## src/rtl/carrier_pkg.sv

```systemverilog
// Shared definitions for the PWM carrier generator: mode encoding and
// the start-value rule used whenever a new period begins.
package carrier_pkg;

  typedef logic [1:0] mode_t;

  localparam mode_t MODE_UP   = 2'd0;
  localparam mode_t MODE_DOWN = 2'd1;
  localparam mode_t MODE_TRI  = 2'd2;
  localparam mode_t MODE_RSVD = 2'd3;

  // Widest carrier the start-value helper handles.
  localparam int MAX_WIDTH = 32;

  // The reserved encoding runs exactly like an up-sawtooth.
  function automatic mode_t resolve_mode(input mode_t mode);
    return (mode == MODE_RSVD) ? MODE_UP : mode;
  endfunction

  // First counter value of a period: P-1 for a down-sawtooth, else 0.
  // Degenerate periods (P<2) always start (and stay) at 0.
  function automatic logic [MAX_WIDTH-1:0] start_value(
    input mode_t                 mode,
    input logic [MAX_WIDTH-1:0]  period
  );
    if (resolve_mode(mode) == MODE_DOWN && period >= 2)
      return period - 1;
    return '0;
  endfunction

endpackage

```

## src/rtl/carrier_pwm_cmp.sv

```systemverilog
// Registered PWM comparator with a shadowed duty value. The duty is
// captured on cfg_load and becomes active only when the carrier applies a
// new configuration, so duty changes never glitch mid-period.
module carrier_pwm_cmp #(
  parameter int WIDTH = 8
) (
  input  logic             clk,
  input  logic             reset,
  input  logic             cfg_load,
  input  logic             apply,
  input  logic [WIDTH-1:0] duty,
  input  logic [WIDTH-1:0] count,
  output logic             pwm_out
);

  logic [WIDTH-1:0] shd_duty;
  logic [WIDTH-1:0] act_duty;

  // Duty shadow/active update and registered compare against the carrier.
  always_ff @(posedge clk or negedge reset) begin
    if (!reset) begin
      shd_duty <= '0;
      act_duty <= '0;
      pwm_out  <= 1'b0;
    end else begin
      if (cfg_load)
        shd_duty <= duty;
      if (apply)
        act_duty <= cfg_load ? duty : shd_duty;
      pwm_out <= (act_duty > count);
    end
  end

endmodule

```

## src/rtl/carrier_generator.sv

```systemverilog
// Programmable PWM carrier: up-sawtooth, down-sawtooth or triangle with a
// run-time period. Period/mode go through a shadow register and are taken
// over only at a period boundary (or immediately while disabled).
// Optional comparator output: define CARRIER_PWM_CMP_EN to add the duty
// input and pwm_out output. WIDTH must be between 2 and 32.
module carrier_generator
  import carrier_pkg::*;
#(
  parameter int WIDTH        = 8,
  parameter int RESET_PERIOD = 2**WIDTH - 1,
  parameter int RESET_MODE   = 0
) (
  input  logic             clk,
  input  logic             reset,
  input  logic             enable,
  input  logic             cfg_load,
  input  logic [WIDTH-1:0] cfg_period,
  input  logic [1:0]       cfg_mode,
`ifdef CARRIER_PWM_CMP_EN
  input  logic [WIDTH-1:0] duty,
  output logic             pwm_out,
`endif
  output logic [WIDTH-1:0] carrier_out,
  output logic             period_start,
  output logic             cfg_pending
);

  localparam logic [WIDTH-1:0] RST_PERIOD = WIDTH'(RESET_PERIOD);
  localparam mode_t            RST_MODE   = mode_t'(RESET_MODE);
  localparam logic [WIDTH-1:0] ONE        = WIDTH'(1);
  localparam logic [WIDTH-1:0] TWO        = WIDTH'(2);

  logic [WIDTH-1:0] act_period;
  logic [WIDTH-1:0] shd_period;
  mode_t            act_mode;
  mode_t            shd_mode;
  logic             dir_down;

  mode_t            run_mode;
  logic [WIDTH-1:0] last_value;
  logic             at_boundary;
  logic             apply;
  logic [WIDTH-1:0] new_period;
  mode_t            new_mode;
  logic [WIDTH-1:0] start_count;
  logic [WIDTH-1:0] next_count;
  logic             next_dir_down;

  assign run_mode   = resolve_mode(act_mode);
  assign last_value = act_period - ONE;

  // The shadow captures every cfg_load, including bypassed ones, so when
  // nothing is pending it already equals the active configuration. Taking
  // the shadow at a boundary is therefore correct with or without pending.
  assign new_period  = cfg_load ? cfg_period : shd_period;
  assign new_mode    = cfg_load ? mode_t'(cfg_mode) : shd_mode;
  assign start_count = WIDTH'(start_value(new_mode, MAX_WIDTH'(new_period)));

  // Enabled: restart at the boundary. Disabled: a cfg_load restarts at once.
  assign apply = enable ? at_boundary : cfg_load;

  // Detect the last value of the current period for the active mode.
  always_comb begin
    // NOTE: every always_comb output gets a default first so that no path
    // leaves it unassigned and a latch is never inferred.
    at_boundary = 1'b0;
    if (act_period < TWO) begin
      at_boundary = 1'b1;
    end else begin
      case (run_mode)
        MODE_DOWN: at_boundary = (carrier_out == '0);
        MODE_TRI:  at_boundary = (carrier_out == ONE) &&
                                 (dir_down || act_period == TWO);
        default:   at_boundary = (carrier_out == last_value);
      endcase
    end
  end

  // Step the counter within a period; the triangle turns around at P-1.
  always_comb begin
    next_count    = carrier_out + ONE;
    next_dir_down = dir_down;
    case (run_mode)
      MODE_DOWN: next_count = carrier_out - ONE;
      MODE_TRI: begin
        if (dir_down) begin
          next_count = carrier_out - ONE;
        end else if (carrier_out == last_value) begin
          next_count    = carrier_out - ONE;
          next_dir_down = 1'b1;
        end
      end
      default: ;
    endcase
  end

  // Carrier counter, configuration shadow/active registers and strobes.
  always_ff @(posedge clk or negedge reset) begin
    if (!reset) begin
      carrier_out  <= '0;
      dir_down     <= 1'b0;
      period_start <= 1'b0;
      cfg_pending  <= 1'b0;
      act_period   <= RST_PERIOD;
      act_mode     <= RST_MODE;
      shd_period   <= RST_PERIOD;
      shd_mode     <= RST_MODE;
    end else begin
      // NOTE: state registers use non-blocking assignments so every
      // register samples the pre-edge values regardless of statement order.
      if (cfg_load) begin
        shd_period <= cfg_period;
        shd_mode   <= mode_t'(cfg_mode);
      end
      if (apply) begin
        act_period   <= new_period;
        act_mode     <= new_mode;
        carrier_out  <= start_count;
        dir_down     <= 1'b0;
        period_start <= 1'b1;
        cfg_pending  <= 1'b0;
      end else begin
        period_start <= 1'b0;
        if (enable) begin
          carrier_out <= next_count;
          dir_down    <= next_dir_down;
        end
        if (cfg_load)
          cfg_pending <= 1'b1;
      end
    end
  end

`ifdef CARRIER_PWM_CMP_EN
  carrier_pwm_cmp #(
    .WIDTH (WIDTH)
  ) u_pwm_cmp (
    .clk      (clk),
    .reset    (reset),
    .cfg_load (cfg_load),
    .apply    (apply),
    .duty     (duty),
    .count    (carrier_out),
    .pwm_out  (pwm_out)
  );
`endif

endmodule

```

## config.mk

```make
export PLATFORM = sky130hd
export DESIGN_NAME = carrier_generator
export DESIGN_NICKNAME = d
export VERILOG_FILES = /design/src/rtl/carrier_pkg.sv /design/src/rtl/carrier_pwm_cmp.sv /design/src/rtl/carrier_generator.sv
export SDC_FILE = /design/constraint.sdc
export NUM_CORES = 1
export LEC_CHECK = 0
export ABC_AREA = 1
export CAP_MARGIN = 20
export CORE_ASPECT_RATIO = 2
export CORE_MARGIN = 2
export CORE_UTILIZATION = 45
export CTS_CLUSTER_SIZE = 30
export DETAILED_ROUTE_END_ITERATION = 6
export GPL_ROUTABILITY_DRIVEN = 0
export SYNTH_ARGS = -nofsm -noshare
export SYNTH_HDL_FRONTEND = slang
export SYNTH_SLANG_ARGS = --single-unit
```

## constraint.sdc

```tcl
create_clock -name clk -period 2.9 [get_ports clk]
set_input_delay 0.87 -clock clk [delete_from_list [all_inputs] [get_ports clk]]
set_output_delay 0.87 -clock clk [all_outputs]
set_load 0.03 [all_outputs]
```

==> impl_metrics.tcl <==
set metrics [dict create \
    max_freq_ghz 0.381 \
    clk_latency_ns 0.28 \
    drv_slew 0 \
    vias 2429 \
    p_int_mw 1.28 \
    max-slew-margin-rel_pct 72.1 \
    finalSetupTns_ns 0 \
    synth_largest_area_cell "dfstp_2" \
    rsz0062_at_grt "false" \
    syn_area_um2 2640 \
    grt_max_degree 32 \
    totalWireLength_um 7070 \
    h-tree-depth 2 \
    grt_pass1_vias 2325 \
    synth.most_common_cell "nand2_1" \
    dieArea_um2 6540 \
    syn_to_final_growth_pct 19.1 \
    stdcell_count 467 \
    ir_drop_mv 0.605 \
    post-place-cells 459 \
    dp_slack_ns 0.00881 \
    dp.final_hpwl_um 5650 \
    run_status "finished, final reports clean" \
    cp-end-kind "flip-flop" \
    synth-edff-count 0 \
    cts_sinks 31 \
    p_leak_nw 1.52 \
    hp-class "flip-flop to flip-flop" \
    crit_arrival_ns 2.83 \
    required_ns 3.10 \
    p_per_area_nw_per_um2 722 \
    syn_avg_cell_area_um2 7.20 \
    synthTopCellsByArea "dfstp_2 16%, nand2_1 14%, dfrtp_1 14%" \
    grt-ovfl-total 0 \
    drt_pass1_iterations 4 \
    start_util_pct 46.3 \
    seq_power_share_pct 29.7 \
    rows 39 \
    antenna_left 0 \
    ctsResizeCount 0 \
    swShare_pct 43.7 \
    die_y_um 112 \
    post_cts_buffers 0 \
    power.switching_mw 0.994 \
    yosys_warnings 0 \
    drive_gt1_share_pct 27.8 \
    skew_ns 0.00600 \
    cts-root-buf "clkbuf_16" \
    final_nets 428 \
    antenna_found_initial 0 \
    ys.flop_type "dfstp_2" \
    routedWlPerCell_um 15.1 \
    fin_crit_ns 2.63 \
    routed_via_density 5.20 \
    p_comb_share_pct 47.7 \
    cp-start-kind "flip-flop" \
    ff2ff_path_depth 16 \
    tritoncts "done" \
    cts_buffer_depth 2 \
    drtIter0Drc 83 \
    crit_path_max_fanout 21 \
    ys_ff_latch 31 \
    grt_pass1_wl_um 11500 \
    syn_inst 367 \
    core_um2 5710 \
    fin_crit_sh_pct 90.5 \
    setup_viol 0 \
    io_pins 24 \
    async_reset_ff_share_pct 100 \
    die_w_um 58.2 \
    synth.top_cell.area_share_pct 15.9 \
    ys_seq_area_share_pct 30.1 \
    syn_nets 390 \
    critical_path_class "flip-flop to flip-flop" \
    worstHoldPathCells 2 \
    clk_pin_slew_ns 0.05 \
    setup_slack_ns 0.275 \
    worst_pin_slew_ns 0.419 \
    yosys-top-cells-count "101 x nand2_1, 35 x inv_1, 35 x nor2_1" \
    drc 0 \
    hold_viol 0 \
    clkPwrFrac_pct 22.6 \
    insertedDiodeCount 0 \
    synth.distinct_cells 38 \
    portBuffers 23 \
    hold_buffers 0 \
    grt_usage_pct 23.7 \
    numCtsBuffers 5 \
    drv_cap 0 \
]
-- sequential cells by signal, summed over array words and instances (netlist names) --
signal        cells
act_period        8
carrier_out       8
shd_period        8
act_mode          2
shd_mode          2
cfg_pending       1
dir_down          1
period_start      1
-- layout by cell type, fill, tap and decap left out, drive strengths merged --
| master | count |
|---|---|
| a21boi | 4 |
| a21oi | 22 |
| a22oi | 1 |
| a31oi | 2 |
| buf | 19 |
| clkbuf | 7 |
| clkdlybuf4s50 | 23 |
| clkinv | 4 |
| dfrtp | 15 |
| dfstp | 16 |
| ha | 9 |
| inv | 46 |
| nand2 | 112 |
| nand3 | 29 |
| nand4 | 5 |
| nor2 | 43 |
| nor3 | 3 |
| o21ai | 25 |
| or2 | 7 |
| xor2 | 14 |
-- kinds of logic (layout without fill, tap and decap cells) --
kind of cell,count (synthesis),count (layout),share of synthesized area [%]
buffers and inverters,60,99,10.5
AOI/OAI and AO/OA,54,54,15.7
xor gates and xnor gates,14,14,4.92
and+or+nand+nor,199,199,34.6
adders and majority gates,9,9,4.26
DFF,31,31,30.1
-- critical path, cell delays in order (launching register included) --
cell	delay, ns
dfstp_2	0.57
inv_2	0.07
ha_1	0.31
inv_1	0.04
nand2_1	0.05
nand2_1	0.05
nor2_1	0.10
nand2_1	0.10
nor2_4	0.09
nand3_2	0.08
nor2_4	0.17
nand3_2	0.11
nand2_4	0.23
nand2_4	0.24
clkinv_2	0.15
nand2_1	0.08
a22oi_2	0.12
-- through the flow --
step / hold WS, ns / cell area, µm² / total power, mW / util, %
2_1_floorplan: 0.438 / 2640 / 1.43 / -
3_3_place_gp: 0.464 / 3000 / 1.75 / 52.6
3_5_place_dp: 0.468 / 3000 / 1.76 / 52.6
4_1_cts: 0.480 / 3150 / 2.29 / 55.2
5_1_grt: 0.494 / 3150 / 2.44 / 55.2
6_report: 0.477 / 3150 / 2.27 / 55.2
-- path summary, 6_finish.rpt --
path	end	start	slack, ns
max in group asynchronous	shd_period[4]	reset	1.58
worst min register to register	shd_mode[1]	shd_mode[1]	0.48
min in group asynchronous	carrier_out[7]	reset	0.99
worst max-delay path	carrier_out[0]	act_period[0]	0.27
worst min-delay path	shd_mode[1]	shd_mode[1]	0.48
worst max register to register	carrier_out[0]	act_period[0]	0.27
-- power by group through the flow --
stage / registers, mW / clock network (mW) / logic [mW]
finish: 0.676 / 0.514 / 1.08
floorplan: 0.689 / 0 / 0.744
global placement: 0.678 / 0 / 1.07
CTS: 0.675 / 0.529 / 1.08
global route: 0.688 / 0.547 / 1.20
detailed placement: 0.682 / 0 / 1.08
-- routing by layer --
metal	track usage (%)	part of all wire, %	vias up
met5	0	0	-
met4	14.6	5.3	0
met3	3.23	3.0	24
met2	43.3	57	64
met1	24.3	35	1110
li1	-	-	1231
-- final cells by class --
cell class | count | area (µm²)
clock buffers | 7 | 143
clock inverters | 1 | 5.00
fillers | 553 | 2560
inverters | 49 | 185
multi-input cells | 276 | 1570
flip-flops and latches | 31 | 796
well taps | 61 | 76.3
repair buffers | 42 | 373
(Power assumes the default switching activity.)
